$ cat src/rtl/uart_mmio_ctrl.sv
// Memory-mapped UART controller: buffers CPU TX bytes in a FIFO and sequences them into the
// transmitter. Captures received bytes and raises a level interrupt until software services them.
module uart_mmio_ctrl #(
    parameter logic [31:0] BASE_ADDR  = 32'h0000_0400,
    parameter int unsigned FIFO_DEPTH = 16,
    parameter int unsigned PTR_W      = 4
) (
    input  logic        clk,
    input  logic        rst,
    input  logic [31:0] access_addr,
    input  logic        bus_we,
    input  logic        bus_re,
    input  logic [31:0] bus_wdata,
    output logic [31:0] bus_rdata,
    output logic [7:0]  uart_tx_data,
    output logic        uart_tx_begin,
    input  logic        uart_tx_busy,
    input  logic [7:0]  uart_rx_data,
    input  logic        uart_rx_done,
    output logic        int_req
);

    localparam int unsigned CNT_W = PTR_W + 1;
    localparam logic [31:0] ADDR_TXDATA = BASE_ADDR;
    localparam logic [31:0] ADDR_STATUS = BASE_ADDR + 32'h4;
    localparam logic [31:0] ADDR_RXDATA = BASE_ADDR + 32'h8;
    localparam logic [31:0] ADDR_INTACK = BASE_ADDR + 32'hC;

    typedef enum logic [1:0] {
        IDLE    = 2'd0,
        START   = 2'd1,
        WAIT_HI = 2'd2,
        WAIT_LO = 2'd3
    } tx_state_t;

    tx_state_t        state;
    logic [1:0]       hi_cnt;
    logic [7:0]       fifo_mem [FIFO_DEPTH];
    logic [CNT_W-1:0] wr_ptr;
    logic [CNT_W-1:0] rd_ptr;
    logic [7:0]       rx_byte;
    logic             rx_valid;
    logic             rx_ovf;
    logic             tx_ovf;

    logic hit_tx_c, hit_status_c, hit_rx_c, hit_ack_c;
    logic fifo_empty_c, fifo_full_c, push_c, pop_c;
    logic rx_read_c, ack_c, rx_clear_c;
    logic [31:0] status_c;
    logic unused_wdata;

    assign hit_tx_c     = (access_addr == ADDR_TXDATA);
    assign hit_status_c = (access_addr == ADDR_STATUS);
    assign hit_rx_c     = (access_addr == ADDR_RXDATA);
    assign hit_ack_c    = (access_addr == ADDR_INTACK);

    // Full: same index, opposite wrap bit.
    assign fifo_empty_c = (wr_ptr == rd_ptr);
    assign fifo_full_c  = (wr_ptr[PTR_W] != rd_ptr[PTR_W]) &&
                          (wr_ptr[PTR_W-1:0] == rd_ptr[PTR_W-1:0]);
    assign push_c       = bus_we && hit_tx_c && !fifo_full_c;
    assign pop_c        = (state == IDLE) && !fifo_empty_c && !uart_tx_busy;

    assign rx_read_c    = bus_re && hit_rx_c;
    assign ack_c        = (bus_we || bus_re) && hit_ack_c;
    assign rx_clear_c   = rx_read_c || ack_c;
    assign status_c     = {27'b0, rx_ovf, tx_ovf, rx_valid, fifo_full_c, fifo_empty_c};
    assign unused_wdata = ^bus_wdata[31:8];

    // FIFO storage needs no reset; pointers define what is valid.
    always_ff @(posedge clk) begin
        if (push_c) begin
            fifo_mem[wr_ptr[PTR_W-1:0]] <= bus_wdata[7:0];
        end
    end

    always_ff @(posedge clk) begin
        if (rst) begin
            wr_ptr <= '0;
            rd_ptr <= '0;
        end else begin
            if (push_c) wr_ptr <= wr_ptr + CNT_W'(1);
            if (pop_c)  rd_ptr <= rd_ptr + CNT_W'(1);
        end
    end

    // TX sequencer; uart_tx_begin is high exactly while in START.
    always_ff @(posedge clk) begin
        if (rst) begin
            state         <= IDLE;
            hi_cnt        <= 2'd0;
            uart_tx_data  <= 8'h00;
            uart_tx_begin <= 1'b0;
        end else begin
            uart_tx_begin <= 1'b0;
            case (state)
                IDLE: begin
                    if (pop_c) begin
                        uart_tx_data  <= fifo_mem[rd_ptr[PTR_W-1:0]];
                        uart_tx_begin <= 1'b1;
                        state         <= START;
                    end
                end
                START: begin
                    hi_cnt <= 2'd0;
                    state  <= WAIT_HI;
                end
                WAIT_HI: begin
                    // Give up on the busy handshake after 4 cycles so a silent transmitter cannot hang us.
                    if (uart_tx_busy || hi_cnt == 2'd3) begin
                        state <= WAIT_LO;
                    end else begin
                        hi_cnt <= hi_cnt + 2'd1;
                    end
                end
                WAIT_LO: begin
                    if (!uart_tx_busy) state <= IDLE;
                end
                default: state <= IDLE;
            endcase
        end
    end

    // Register file, RX capture and interrupt.
    always_ff @(posedge clk) begin
        if (rst) begin
            rx_byte   <= 8'h00;
            rx_valid  <= 1'b0;
            rx_ovf    <= 1'b0;
            tx_ovf    <= 1'b0;
            int_req   <= 1'b0;
            bus_rdata <= 32'h0;
        end else begin
            int_req <= rx_valid | rx_ovf;

            if (uart_rx_done) begin
                // A byte arriving alongside a clear wins and leaves the overflow flag alone.
                rx_byte  <= uart_rx_data;
                rx_valid <= 1'b1;
                if (rx_valid && !rx_clear_c) rx_ovf <= 1'b1;
            end else begin
                if (rx_clear_c) rx_valid <= 1'b0;
                if (ack_c)      rx_ovf   <= 1'b0;
            end

            if (ack_c) begin
                tx_ovf <= 1'b0;
            end else if (bus_we && hit_tx_c && fifo_full_c) begin
                tx_ovf <= 1'b1;
            end

            if (bus_re) begin
                if (hit_status_c)   bus_rdata <= status_c;
                else if (hit_rx_c)  bus_rdata <= {24'b0, rx_byte};
                else                bus_rdata <= 32'h0;
            end
        end
    end

endmodule

$ cat config.mk
export PLATFORM = sky130hd
export DESIGN_NAME = uart_mmio_ctrl
export DESIGN_NICKNAME = d
export VERILOG_FILES = /design/src/rtl/uart_mmio_ctrl.sv
export SDC_FILE = /design/constraint.sdc
export NUM_CORES = 1
export LEC_CHECK = 0
export ABC_CLOCK_PERIOD_IN_PS = 2650
export CELL_PAD_IN_SITES_DETAIL_PLACEMENT = 1
export CELL_PAD_IN_SITES_GLOBAL_PLACEMENT = 1
export CORE_AREA = 2 2 137 139
export DETAILED_ROUTE_END_ITERATION = 10
export DIE_AREA = 0 0 139 141
export GPL_TIMING_DRIVEN = 0
export PLACE_DENSITY_LB_ADDON = 0.15
export SYNTH_ARGS = -nofsm -noshare
export SYNTH_HDL_FRONTEND = slang
export SYNTH_SLANG_ARGS = --single-unit
$ cat constraint.sdc
create_clock -name clk -period 2.65 [get_ports clk]
set_input_delay 0.3975 -clock clk [delete_from_list [all_inputs] [get_ports clk]]
set_output_delay 0.3975 -clock clk [all_outputs]
set_load 0.03 [all_outputs]
==> Yosys cells after proc, flatten, opt, wreduce, memory -nomap -nowiden <==
Memories as Yosys holds them, arrays and structs flattened. A register that Yosys moved wholly into a read port is not among the register bits.
Index checks and enable logic that the tools add are counted.
{ "totals": {"in_bits": 78, "reg_bits": 59, "out_inout_bits": 42, "n_memories": 1, "word_cells": 75, "ramBits": 128} }
{ "op_classes": {"n_reduce_logical": 26, "n_bitwise": 2, "add_sub_neg": 3, "muxes": 16, "n_eq_ne": 16} }
{ "mem_list": {"columns": ["memory", "depth", "word_bits", "rd", "rd_clocked_by_memory_dff", "wr", "line", "text"], "rows": [
  ["fifo_mem", 16, 8, 1, 1, 1, "38", "logic [7:0] fifo_mem [FIFO_DEPTH];"]
]} }
{ "ops": {"columns": ["op", "count"], "rows": [
  ["32-bit by 11-bit == test with 1-bit output (second input constant)", 4],
  ["8-bit two-way mux", 2],
  ["5-bit by 1-bit adder with 5-bit output (second input constant)", 2],
  ["1-bit logical AND", 9],
  ["1-bit two-way mux", 8],
  ["2-bit two-way mux", 4],
  ["2-bit != test (second input constant)", 4],
  ["2-bit one-hot mux with 4 select lines", 1],
  ["2-bit == test (second input constant)", 3],
  ["2-bit AND reduction", 3],
  ["2-bit nonzero test", 3],
  ["5-bit == test", 1],
  ["4-bit == test", 1],
  ["1-bit zero test", 4],
  ["2-bit one-hot mux with 2 select lines", 1],
  ["2-bit OR reduction", 2],
  ["1-bit logical OR", 3],
  ["3-bit AND reduction", 1],
  ["2-bit by 1-bit adder with 2-bit output (second input constant)", 1],
  ["2-bit by 1-bit == test with 1-bit output (second input constant)", 1],
  ["2-bit zero test", 1],
  ["2-bit by 1-bit != test with 1-bit output (second input constant)", 1],
  ["1-bit != test", 1],
  ["1-bit inverter", 1],
  ["1-bit bitwise OR", 1]
]} }

==> Longest topological paths before layout <==
{ "logic_depth": {"depth_word": 7, "depth_mapped": 7, "mapped_depth_nobuf": 7} }

==> Worst setup path before layout <==
No wires, ideal clock.
{ "synth_path": {"kind": "input-to-reg", "start": "in access_addr[21]", "end": "mem fifo_mem[2][0], enable pin", "required_ps": 2267, "setup_ps": 383, "path_slack_ps": 77, "path_stages": 5, "path_buffers": 0, "t_arrival_ps": 2190, "cell_sequence": "or4_4 -> nor3_4 -> o2111a_1 -> nand2_1 -> nor3_1"} }
{ "synth_between": {"elab_chain_cells": 5} }
{ "synth_rtl": {"columns": ["element", "line", "text"], "rows": [
  ["start: declaration", "10", "input logic [31:0] access_addr,"],
  ["32-bit by 11-bit == test with 1-bit output", "52", "assign hit_tx_c = (access_addr == ADDR_TXDATA);"],
  ["1-bit logical AND (2 in a row)", "61", "assign push_c = bus_we && hit_tx_c && !fifo_full_c;"],
  ["1-bit two-way mux", "72", "if (push_c) begin"],
  ["1-bit two-way mux (implied by the code)", "73", "fifo_mem[wr_ptr[PTR_W-1:0]] <= bus_wdata[7:0];"],
  ["end: declaration", "38", null]
]} }
Every way passes these cells.

==> Worst setup path after layout <==
{ "layout_path": {"start": "in access_addr[21]", "end": "mem fifo_mem[2][7], enable pin"} }
Same word-level chain as after synthesis.

==> metrics.md <==
| Metric | Value |
|---|---|
| Part of the Yosys area used for sequential elements | 66.0% |
| GRT Resource Usage Total | between 10% and 20% |
| TritonCTS clock tree | yes |
| Synth Register Bits | ~170 |
| CP Cell Sequence | clkdlybuf4s50_1, or4_4, nor3_4, o2111a_2, nand2_2, nor3_4, buf_4 |
| Die height | ~140 um |
| Gr ovfl total | 0 |
| Clock sinks | roughly 170 |
| Max_cap viols | 0 |
| Synthesized instance count | roughly 460 |
| Post-layout util | between 40 and 50% |
| DR vias | between 4000 and 5000 |
| Critical Path Slowest Stage Cell | or4_4 |
| CP Data Required Time | between 2 and 3 ns |
| Final Critical Period | 2.52 ns |
| Final Max Tran Viols | 0 |
| Synthesized area per cell | about 15 sq um |
| Critical Path Max Stage Delay | 0.54 ns |
| Hold Fails Final Rpt | 0 |
| Max Fclk | just under 0.4 GHz |
| CP startpoint kind | input port |
| Diode count | 0 |
| Worst hold-check path type | in -> reg |
| IO Pins | 120 |
| TritonCTS Buffers | 17 |
| Vias in the first global route | between 4000 and 5000 |
| Worst-Margin Slew | ~0.81 ns |
| Clock Skews | 0.00863 ns |
| PwrDens | a little over 600 mW/mm^2 |
| Worst Reg-to-Reg Cells | 7 |
| NetSw | 1290 uW |
| Crit Path Category | in -> reg |
| Synthesized cell area | around 0.0071 sq mm |
| Most frequent cells in the layout | edfxtp_1, clkdlybuf4s50_1, dfxtp_1 |
| Placed insts | around 790 |
| Max clock buf depth | 2 |
| IO buf count | 70 |
| Root Buffer | clkbuf_16 |
| Iter 0 DRT Violations | between 200 and 250 |
| Worst Hold Path Cells | 3 |
| Hpwl dp | between 10 and 15 mm |
| Clock power share | 44.2% |
| Most common cell after layout, fill and taps aside | edfxtp_1 |
| Worst-Skew Late Latency | ~0.44 ns |
| H-tree depth | 4 |
| First-pass GRT wire length | roughly 27 mm |
| Routed Antenna Nets | 0 |
| Worst Setup End Kind | register |
| FFs w/ async S/R, synth | 0% |
| Sw frac | around 23% |
| Int Pwr | ~4300 uW |
| Main flop type after synthesis | edfxtp_1 |
| Status | finished, final reports clean |
| Final net count | 671 |
| Largest net degree at the start of global routing | 18 |
| Antenna violations before repair | 0 |
| Post-Layout Cell Count | 829 |
| Crit path DAT | ~2.7 ns |
| Layout cell share with drive strength beyond 1 | around 22% |
| Wire per inst | approximately 21 um |
| Gpl congestion | 0.789 |
| Drt total wl | ~17 mm |
| P_leak | ~0.0030 uW |
| Max VDD drop | around 0.44 mV |
| Vias per std cell | around 5.2 |
| RSZ-0062 raised after global routing | no |
| DRC Markers | 0 |
| Flop pwr share | 51.4% |
| Tcrit/Tclk final | a little over nine tenths |
| Die Area | a little under 0.02 sq mm |
| Final setup viols | 0 |
| Slew margin rel. | a little under half |
| Most frequent CP cell | nor3_4 |
| Synth cell types | between 40 and 50 |
| Initial DRT Pass Iterations | 4 |
| Die width | ~140 um |
| Core area | around 0.018 sq mm |
| Initial Util | around 39% |
| Row cnt | 50 |
| CTS clk-pin slew, worst paths | about 0.07 ns |
| Ys Warns | 0 |
| Crit path max fanout | 6 |
| Area added between synthesis and finish | 27.1% |
| Combinational share of power | under 10% |
| Number of synthesized flops with an enable pin | between 100 and 150 |
-- layer usage --
metal / GRT usage, % / vias up / wire [um]
li1: - / 1978 / -
met5: 0 / - / 0
met3: 4.01 / 29 / 766
met1: 23.5 / 2193 / 7460
met4: 6.43 / 0 / 306
met2: 32.2 / 115 / 8970
-- layout make-up --
class / count / area (sq um)
fillers: 1786 / 9210
flip-flops and latches: 171 / 4700
multi-input cells: 261 / 2370
repair buffers: 78 / 811
clock buffers: 17 / 425
well taps: 234 / 293
plain buffers: 45 / 269
clock inverters: 15 / 154
inverters: 8 / 30.0
-- cell usage after synthesis (2+ instances only) --
cell type  count  share of area [%]
nand2b_1       7               0.61
nor3_1         7               0.49
inv_1          8               0.42
a22oi_1       17                1.8
and2_1         2               0.18
xnor2_1        8               0.98
dfxtp_1       43                 12
buf_1          4               0.21
clkbuf_1       9               0.47
nor2_1        42                2.2
a2111oi_0      2               0.25
ha_1          11                1.9
or3_1          2               0.18
nand4b_1       3               0.37
mux4_2        32                 10
a21oi_1       13               0.91
nor4_1         7               0.61
nand3_1        4               0.28
and4_1         4               0.49
o21ba_1        2               0.28
buf_2          7               0.49
a22o_1         9                1.1
mux2i_1       17                2.4
edfxtp_1     128                 54
buf_4         24                2.5
nand2_1       22                1.2
nor2b_1        4               0.35
o21ai_0        3               0.21
-- power groups by stage --
| stage | logic (uW) | clock network [uW] | registers [uW] |
|---|---|---|---|
| detailed placement | 248 | 0 | 2950 |
| global placement | 241 | 0 | 2950 |
| CTS | 250 | 2530 | 2890 |
| floorplan | 115 | 0 | 2950 |
| finish | 250 | 2480 | 2890 |
| global route | 269 | 2630 | 2890 |
-- stage by stage --
step | power (uW) | area (sq um) | setup TNS (ns) | worst slack (ns) | hold WS [ns]
after floorplan | 3060 | 7210 | 0 | 0.0767 | 0.444
after global routing | 5790 | 9060 | 0 | 0.0347 | 0.491
after CTS | 5670 | 8990 | -1.18 | -0.0832 | 0.410
after detailed placement | 3200 | 8210 | -113.03 | -1.26 | 0.469
final | 5620 | 9060 | 0 | 0.130 | 0.427
after global placement | 3190 | 8210 | -116.63 | -1.23 | 0.455
-- state kept, by name, indices dropped and copies added, names as in the netlist --
name,cells
rx_ovf,1
int_req,1
bus_rdata,8
state,2
rx_byte,8
hi_cnt,2
rx_valid,1
uart_tx_begin,1
fifo_mem,128
uart_tx_data,8
wr_ptr,5
tx_ovf,1
rd_ptr,5
-- path summary, 6_finish.rpt --
kind | startpoint | end | slack, ns
worst max-delay path | access_addr[21] | fifo_mem[2][7]$_DFFE_PP_ | 0.13
worst min-delay path | bus_re | bus_rdata[5]$_SDFFE_PP0P_ | 0.43
worst max register to register | rd_ptr[0]$_SDFFE_PP0P_ | uart_tx_data[4]$_SDFFE_PP0P_ | 0.21
worst min register to register | hi_cnt[0]$_SDFFE_PP0P_ | hi_cnt[0]$_SDFFE_PP0P_ | 0.48
-- cells by family after synthesis --
family          share of synthesized area, %
flops                                   66.0
simple gates                            7.95
compound gates                          6.39
buf+inv                                 4.19
mux                                     12.5
fa+ha+maj                               1.93
xor+xnor                               0.983
other cells                           0.0526
-- timing repair --
action,in CTS,in global routing
resized for setup,29,9
gates cloned,0,0
hold endpoints to repair,0,0
buffers inserted,5,3
setup endpoints to repair,128,128
pin swaps,4,1
hold buffers,0,0
-- critical path: cells and delay by family --
| family | cells | cell delay (ns) |
|---|---|---|
| buf+inv | 2 | 0.58 |
| compound gates | 1 | 0.39 |
| simple gates | 4 | 1.29 |
Power figures use the tool's default switching activity.
==> RTL change 1: new RTL, same flow settings <==
The parameter `PTR_W` goes from 4 to 3.
--- a/src/rtl/uart_mmio_ctrl.sv
+++ b/src/rtl/uart_mmio_ctrl.sv
@@ -3,7 +3,7 @@
 module uart_mmio_ctrl #(
     parameter logic [31:0] BASE_ADDR  = 32'h0000_0400,
     parameter int unsigned FIFO_DEPTH = 16,
-    parameter int unsigned PTR_W      = 4
+    parameter int unsigned PTR_W      = 3
 ) (
     input  logic        clk,
     input  logic        rst,
Check against the original RTL: not equivalent (a bounded check fails within 10 cycles, from zero or initial values and one cycle with rst high).
==> RTL change 1 against the unedited design <==
- sequential power shrank 39%
- sequential share of layout area decreased by 8.7 points
- setup slack better by 0.017 ns
- cell area shrank 30%
- sequential cell count down 66
- largest power group unchanged
- area after synthesis is 34% lower
- first-iteration DRC count down 61%
- routed wire length shrank 34%
- power down 39%
==> RTL change 1: results (changes against the unedited design) <==
| Metric | Value |
|---|---|
| Clock-cell share | `0.0503 (-0.0136)` |
| Die W | `139 µm (unchanged)` |
| Synth area leaders | `edfxtp_1 41%, dfxtp_1 17%, mux4_2 7.6%` |
| Place WS | `-0.980 ns (+0.279 ns)` |
| Cell total after placement | `660 (-16%)` |
| Multi-input gates | `199 (-24%)` |
| Inverters excl. clock | `9 (+1)` |
| Max reg flops | `64 (-50%)` |
| Placement Cell Area | `0.00582 mm² (-29%)` |
| Post-layout util | `0.347 (-0.149)` |
| Grt met2 use | `0.206 (-0.116)` |
| Routed wl met2 | `5.74 mm (-36%)` |
| Met3 GRT Util | `0.0343 (-0.00577)` |
| Layout cells sized above 1 | `0.231 (+0.00775)` |
| Wl on met1 | `5.07 mm (-32%)` |
| First-pass GRT wire length | `17.8 mm (-35%)` |
| Number of global-route vias before repair | `3140 (-34%)` |
| CTS Buf Count | `9 (-8)` |
| CP max stage cell | `clkdlybuf4s50_1` |
| Share of power burned in registers | `0.510 (-0.004)` |
| Max IR drop VDD | `0.357 mV (-18%)` |
| Number of synthesized flops with an enable pin | `64 (-50%)` |
| Synth Register Bits | `105 (-39%)` |
| Vias | `2969 (-31%)` |
| Number of clock buffers in the layout | `10 (-7)` |
| Sequential share of the synthesized area | `0.581 (-0.0786)` |
| Nets | `535 (-20%)` |
| Met3 WL | `561 µm (-27%)` |
| Slew @ Worst Pin | `0.823 ns (+0.0148 ns)` |
| Post-CTS Setup Repair Bufs | `7 (+2)` |
| Worst path max stage delay | `0.45 ns (-0.09 ns)` |
| Seq group | `1.75 mW (-39%)` |
| Non-clk buf share | `0.176 (+0.0570)` |
| H-tree levels | `3 (-1)` |
| Top layer in use | `met4` |
| Fin Clk Skew | `0.00904 ns (+0.000412 ns)` |
| Number of gates resized after CTS | `8 (-72%)` |
| Combinational power | `264 µW (+6%)` |
| Routing usage on met1 | `0.148 (-0.0868)` |
| Cell variety after synth | `43 (-12%)` |
| Pin count of the biggest net entering global routing | `17 (-1)` |
| WL/cell | `16.7 µm (-21%)` |
| Signal buffers | `125 (+1.6%)` |
| Synth top cells by count | `64 x edfxtp_1, 41 x dfxtp_1, 39 x nor2_1, 26 x buf_4, 20 x mux2i_1` |
| Multi-input logic area | `0.00184 mm² (-23%)` |
| Internal power | `2.70 mW (-38%)` |
| Detailed Route WL | `11.5 mm (-34%)` |
| Worst EP arrival | `2.56 ns (-0.11 ns)` |
| Dpl hpwl | `8.22 mm (-30%)` |
| Final GP Congestion | `0.729 (-7.5%)` |
| Crit-path max FO | `8 (+2)` |
| Initial DRC count | `95 (-61%)` |
| Syn_area_per_cell | `14.2 µm² (-7.9%)` |
| Gr usage total | `0.120 (-0.0666)` |
| Latest clock arrival within the worst-skew pair | `0.35 ns (-0.09 ns)` |
| LEAKAGE | `2.20 nW (-27%)` |
| Fillers | `1941 (+8.7%)` |
| Outcome | `completed` |
| Port Buffers | `69 (-1.4%)` |
| Register area | `0.00274 mm² (-42%)` |
==> RTL change 1: cell types whose count changed after synthesis, sizes merged, moves of 6 or more <==
cell / change
a21oi: -6
a22o: -9
nand2: -17
edfxtp: -64
xor2: +6
mux4: -16
a211oi: +9
a22oi: -16
nor4: +7
==> RTL change 1: worst paths after layout <==
check	start	slack, ns	cells after the start	endpoint
max	access_addr[9]	0.15	8	fifo_mem[3][1]
min	rst	0.42	3	wr_ptr[3]
max reg2reg	wr_ptr[1]	0.31	7	fifo_mem[3][1]
min reg2reg	bus_rdata[5]	0.47	2	bus_rdata[5]
==> RTL change 1: logic make-up (layout without fill, tap and decap cells) <==
group / after synthesis / after routing / share of synthesized area
and+or+nand+nor: 90 / 90 / 0.140
xor gates and xnor gates: 9 / 9 / 0.0199
other: 1 / 24 / 0.000795
buffers and inverters: 51 / 150 / 0.0674
muxes: 37 / 37 / 0.121
adders and majority gates: 8 / 8 / 0.0212
AOI/OAI and AO/OA: 31 / 31 / 0.0485
DFF: 105 / 105 / 0.581
==> RTL change 2: new RTL, config.mk and constraints unchanged <==
Without the edit above. Register the output `bus_rdata` once more, with the module's reset; this adds one clock of latency there. The other outputs are not delayed to match.
--- a/src/rtl/uart_mmio_ctrl.sv
+++ b/src/rtl/uart_mmio_ctrl.sv
@@ -32,6 +32,8 @@
         WAIT_HI = 2'd2,
         WAIT_LO = 2'd3
     } tx_state_t;
+
+    logic [31:0] bus_rdata_s0;
 
     tx_state_t        state;
     logic [1:0]       hi_cnt;
@@ -129,7 +131,7 @@
             rx_ovf    <= 1'b0;
             tx_ovf    <= 1'b0;
             int_req   <= 1'b0;
-            bus_rdata <= 32'h0;
+            bus_rdata_s0 <= 32'h0;
         end else begin
             int_req <= rx_valid | rx_ovf;
 
@@ -150,10 +152,18 @@
             end
 
             if (bus_re) begin
-                if (hit_status_c)   bus_rdata <= status_c;
-                else if (hit_rx_c)  bus_rdata <= {24'b0, rx_byte};
-                else                bus_rdata <= 32'h0;
+                if (hit_status_c)   bus_rdata_s0 <= status_c;
+                else if (hit_rx_c)  bus_rdata_s0 <= {24'b0, rx_byte};
+                else                bus_rdata_s0 <= 32'h0;
             end
+        end
+    end
+
+    always_ff @(posedge clk) begin
+        if (rst) begin
+            bus_rdata <= '0;
+        end else begin
+            bus_rdata <= bus_rdata_s0;
         end
     end
 
Formal check against the unedited RTL: not equivalent (a bounded check fails within 4 cycles, from zero or initial values and one cycle with rst high).
==> RTL change 2 against the unedited design <==
- the flow now finishes with violations (setup timing)
- power rose by 2.4%
- routed wire length hardly changed
- first-iteration DRC count down 4.6%
- cell area grew 1.8%
- die area unchanged
- area after synthesis is 3.6% higher
- sequential share of layout area is 0.84 points higher
- sequential cell count increased by 8
- non-clock buffer count fell by 4
- worst hold slack improved by 0.039 ns
- setup slack lost 0.15 ns
- critical path type unchanged
- critical endpoint is now fifo_mem[12][4]
==> RTL change 2: results (changes against the unedited design) <==
| Metric | Value |
|---|---|
| CP max stage cell | `nor2_2` |
| Final Worst Setup Slack | `-0.0158 ns (-0.146 ns)` |
| Detailed Route WL | `17.5 mm (about the same)` |
| Wl on met1 | `7.43 mm (-0.39%)` |
| LEAKAGE | `3.05 nW (+1.3%)` |
| Worst rel slew slack | `0.435 (-0.0266)` |
| Setup violators final | `8 (+8)` |
| Synth Area in Compound Gates | `0.0583 (-0.00561)` |
| Multiplexer share of the synthesized area | `0.121 (-0.00434)` |
| HP Class | `reg2reg` |
| Pin count of the biggest net entering global routing | `17 (-1)` |
| Worst path max stage delay | `0.49 ns (-0.05 ns)` |
| Number of synthesized flops with an enable pin | `128 (unchanged)` |
| WHS | `0.466 ns (+0.0394 ns)` |
| WHS Path Cells | `1 (-2)` |
| Crit-path max FO | `8 (+2)` |
| Max IR drop VDD | `0.458 mV (+4.6%)` |
| Met3 WL | `846 µm (+10%)` |
| Sequential share of the synthesized area | `0.659 (-0.00124)` |
| Hold path startpoint | `bus_rdata_s0[1]` |
| Initial antenna violation count | `0 (unchanged)` |
| Nets | `682 (+1.6%)` |
| R2r setup slk | `0.11 ns (-0.10 ns)` |
| Layout cells sized above 1 | `0.216 (-0.00736)` |
| Reg-to-Reg Start | `wr_ptr[3]` |
| Worst Hold Path EP | `bus_rdata[1]` |
| Routed wl met2 | `8.94 mm (-0.30%)` |
| Cell total after placement | `804 (+1.9%)` |
| Sum Neg Setup Slack | `-0.108 ns (-0.108 ns)` |
| Gr usage total | `0.184 (-0.00314)` |
| DR vias/cell | `5.21 (+0.11%)` |
| Final GP Congestion | `0.781 (-0.99%)` |
| Synth Area in Adders | `0.0186 (-0.000671)` |
| Dpl hpwl | `11.9 mm (+1.1%)` |
| Synth area leaders | `edfxtp_1 52%, dfxtp_1 14%, mux4_2 9.8%` |
| Number of global-route vias before repair | `4610 (-2.4%)` |
| Non-filler cells, final | `840 (+1.3%)` |
| Violated checks | `setup timing` |
| Latest clock arrival within the worst-skew pair | `~0.43 ns` |
| Fin Clk Skew | `0.0109 ns (+0.00224 ns)` |
| Initial DRC count | `230 (-4.6%)` |
| Reg2Reg Depth | `6 (-1)` |
| Xor and xnor fraction of the mapped netlist area | `0.0120 (+0.00220)` |
| Synth top cells by count | `128 x edfxtp_1, 51 x dfxtp_1, 40 x nor2_1, 32 x mux4_2, 25 x buf_4` |
| First-pass GRT wire length | `26.8 mm (-1.8%)` |
| Syn_area_per_cell | `15.5 µm² (+0.34%)` |
| Place WS | `-0.988 ns (+0.271 ns)` |
| Placement Cell Area | `0.00846 mm² (+3.1%)` |
| Outcome | `complete, but fails checks` |
| Reg2reg end | `fifo_mem[12][4]` |
| Worst EP arrival | `2.74 ns (+0.07 ns)` |
-- RTL change 2: cell count changes in the layout (fill, tap and decap cells not counted), moves of 4 or more --
cell / unedited run / this run
nor2_2: 0 / 8
a22oi_1: 17 / 21
dfxtp_1: 43 / 51
nor2_4: 11 / 3
nor2b_1: 4 / 11
a21bo_2: 0 / 4
nand2b_1: 7 / 3
a22o_1: 9 / 3
nand2_2: 5 / 0
inv_8: 5 / 1
clkbuf_1: 9 / 13
-- RTL change 2: worst max path at each step --
| stage | start | to | slack [ns] |
|---|---|---|---|
| after floorplan | access_addr[4] | fifo_mem[2][0] | 0.25 |
| after global placement | access_addr[28] | fifo_mem[1][7] | -0.91 |
| after detailed placement | access_addr[17] | fifo_mem[0][7] | -0.99 |
| after CTS | access_addr[28] | fifo_mem[8][2] | -0.17 |
| after global routing | access_addr[28] | fifo_mem[9][7] | -0.15 |
| final | access_addr[28] | fifo_mem[12][4] | -0.02 |
-- RTL change 2: metal layers --
layer  vias up  GRT usage
li1       2022          -
met1      2208      0.227
met2       128      0.320
met3        19     0.0448
met4         0     0.0585
met5         -          0
-- RTL change 2: final cells by class --
cell class              count  area [µm²]
clock inverters            13         149
fillers                  1786        9050
well taps                 234         293
repair buffers             74         781
multi-input cells         266        2390
clock buffers              19         433
plain buffers              45         272
inverters                  10        37.5
flip-flops and latches    179        4860
-- RTL change 2: cell families (layout without fill, tap and decap cells) --
logic type,Yosys count,in the layout
flops,179,179
simple gates,120,120
buf+inv,55,161
compound gates,54,54
mux,49,49
fa+ha+maj,11,11
xor+xnor,8,8
other cells,1,24
-- RTL change 2: worst reg2reg max path, delay by kind of cell, from the launching register on --
kind | cells | cell delay, ns
xor+xnor | 1 | 0.16
buf+inv | 1 | 0.34
compound gates | 1 | 0.35
simple gates | 3 | 1.02
flops | 1 | 0.31
-- RTL change 2: power by group --
group          internal [mW]  switching, mW
Sequential              3.00        0.00553
Clock                   1.40           1.09
Combinational          0.111          0.137
-- RTL change 2: timing repair --
action                     in CTS  in global routing
pin swaps                       0                  2
setup endpoints to repair     128                120
resized for setup              17                  6
setup buffers                   0                  4
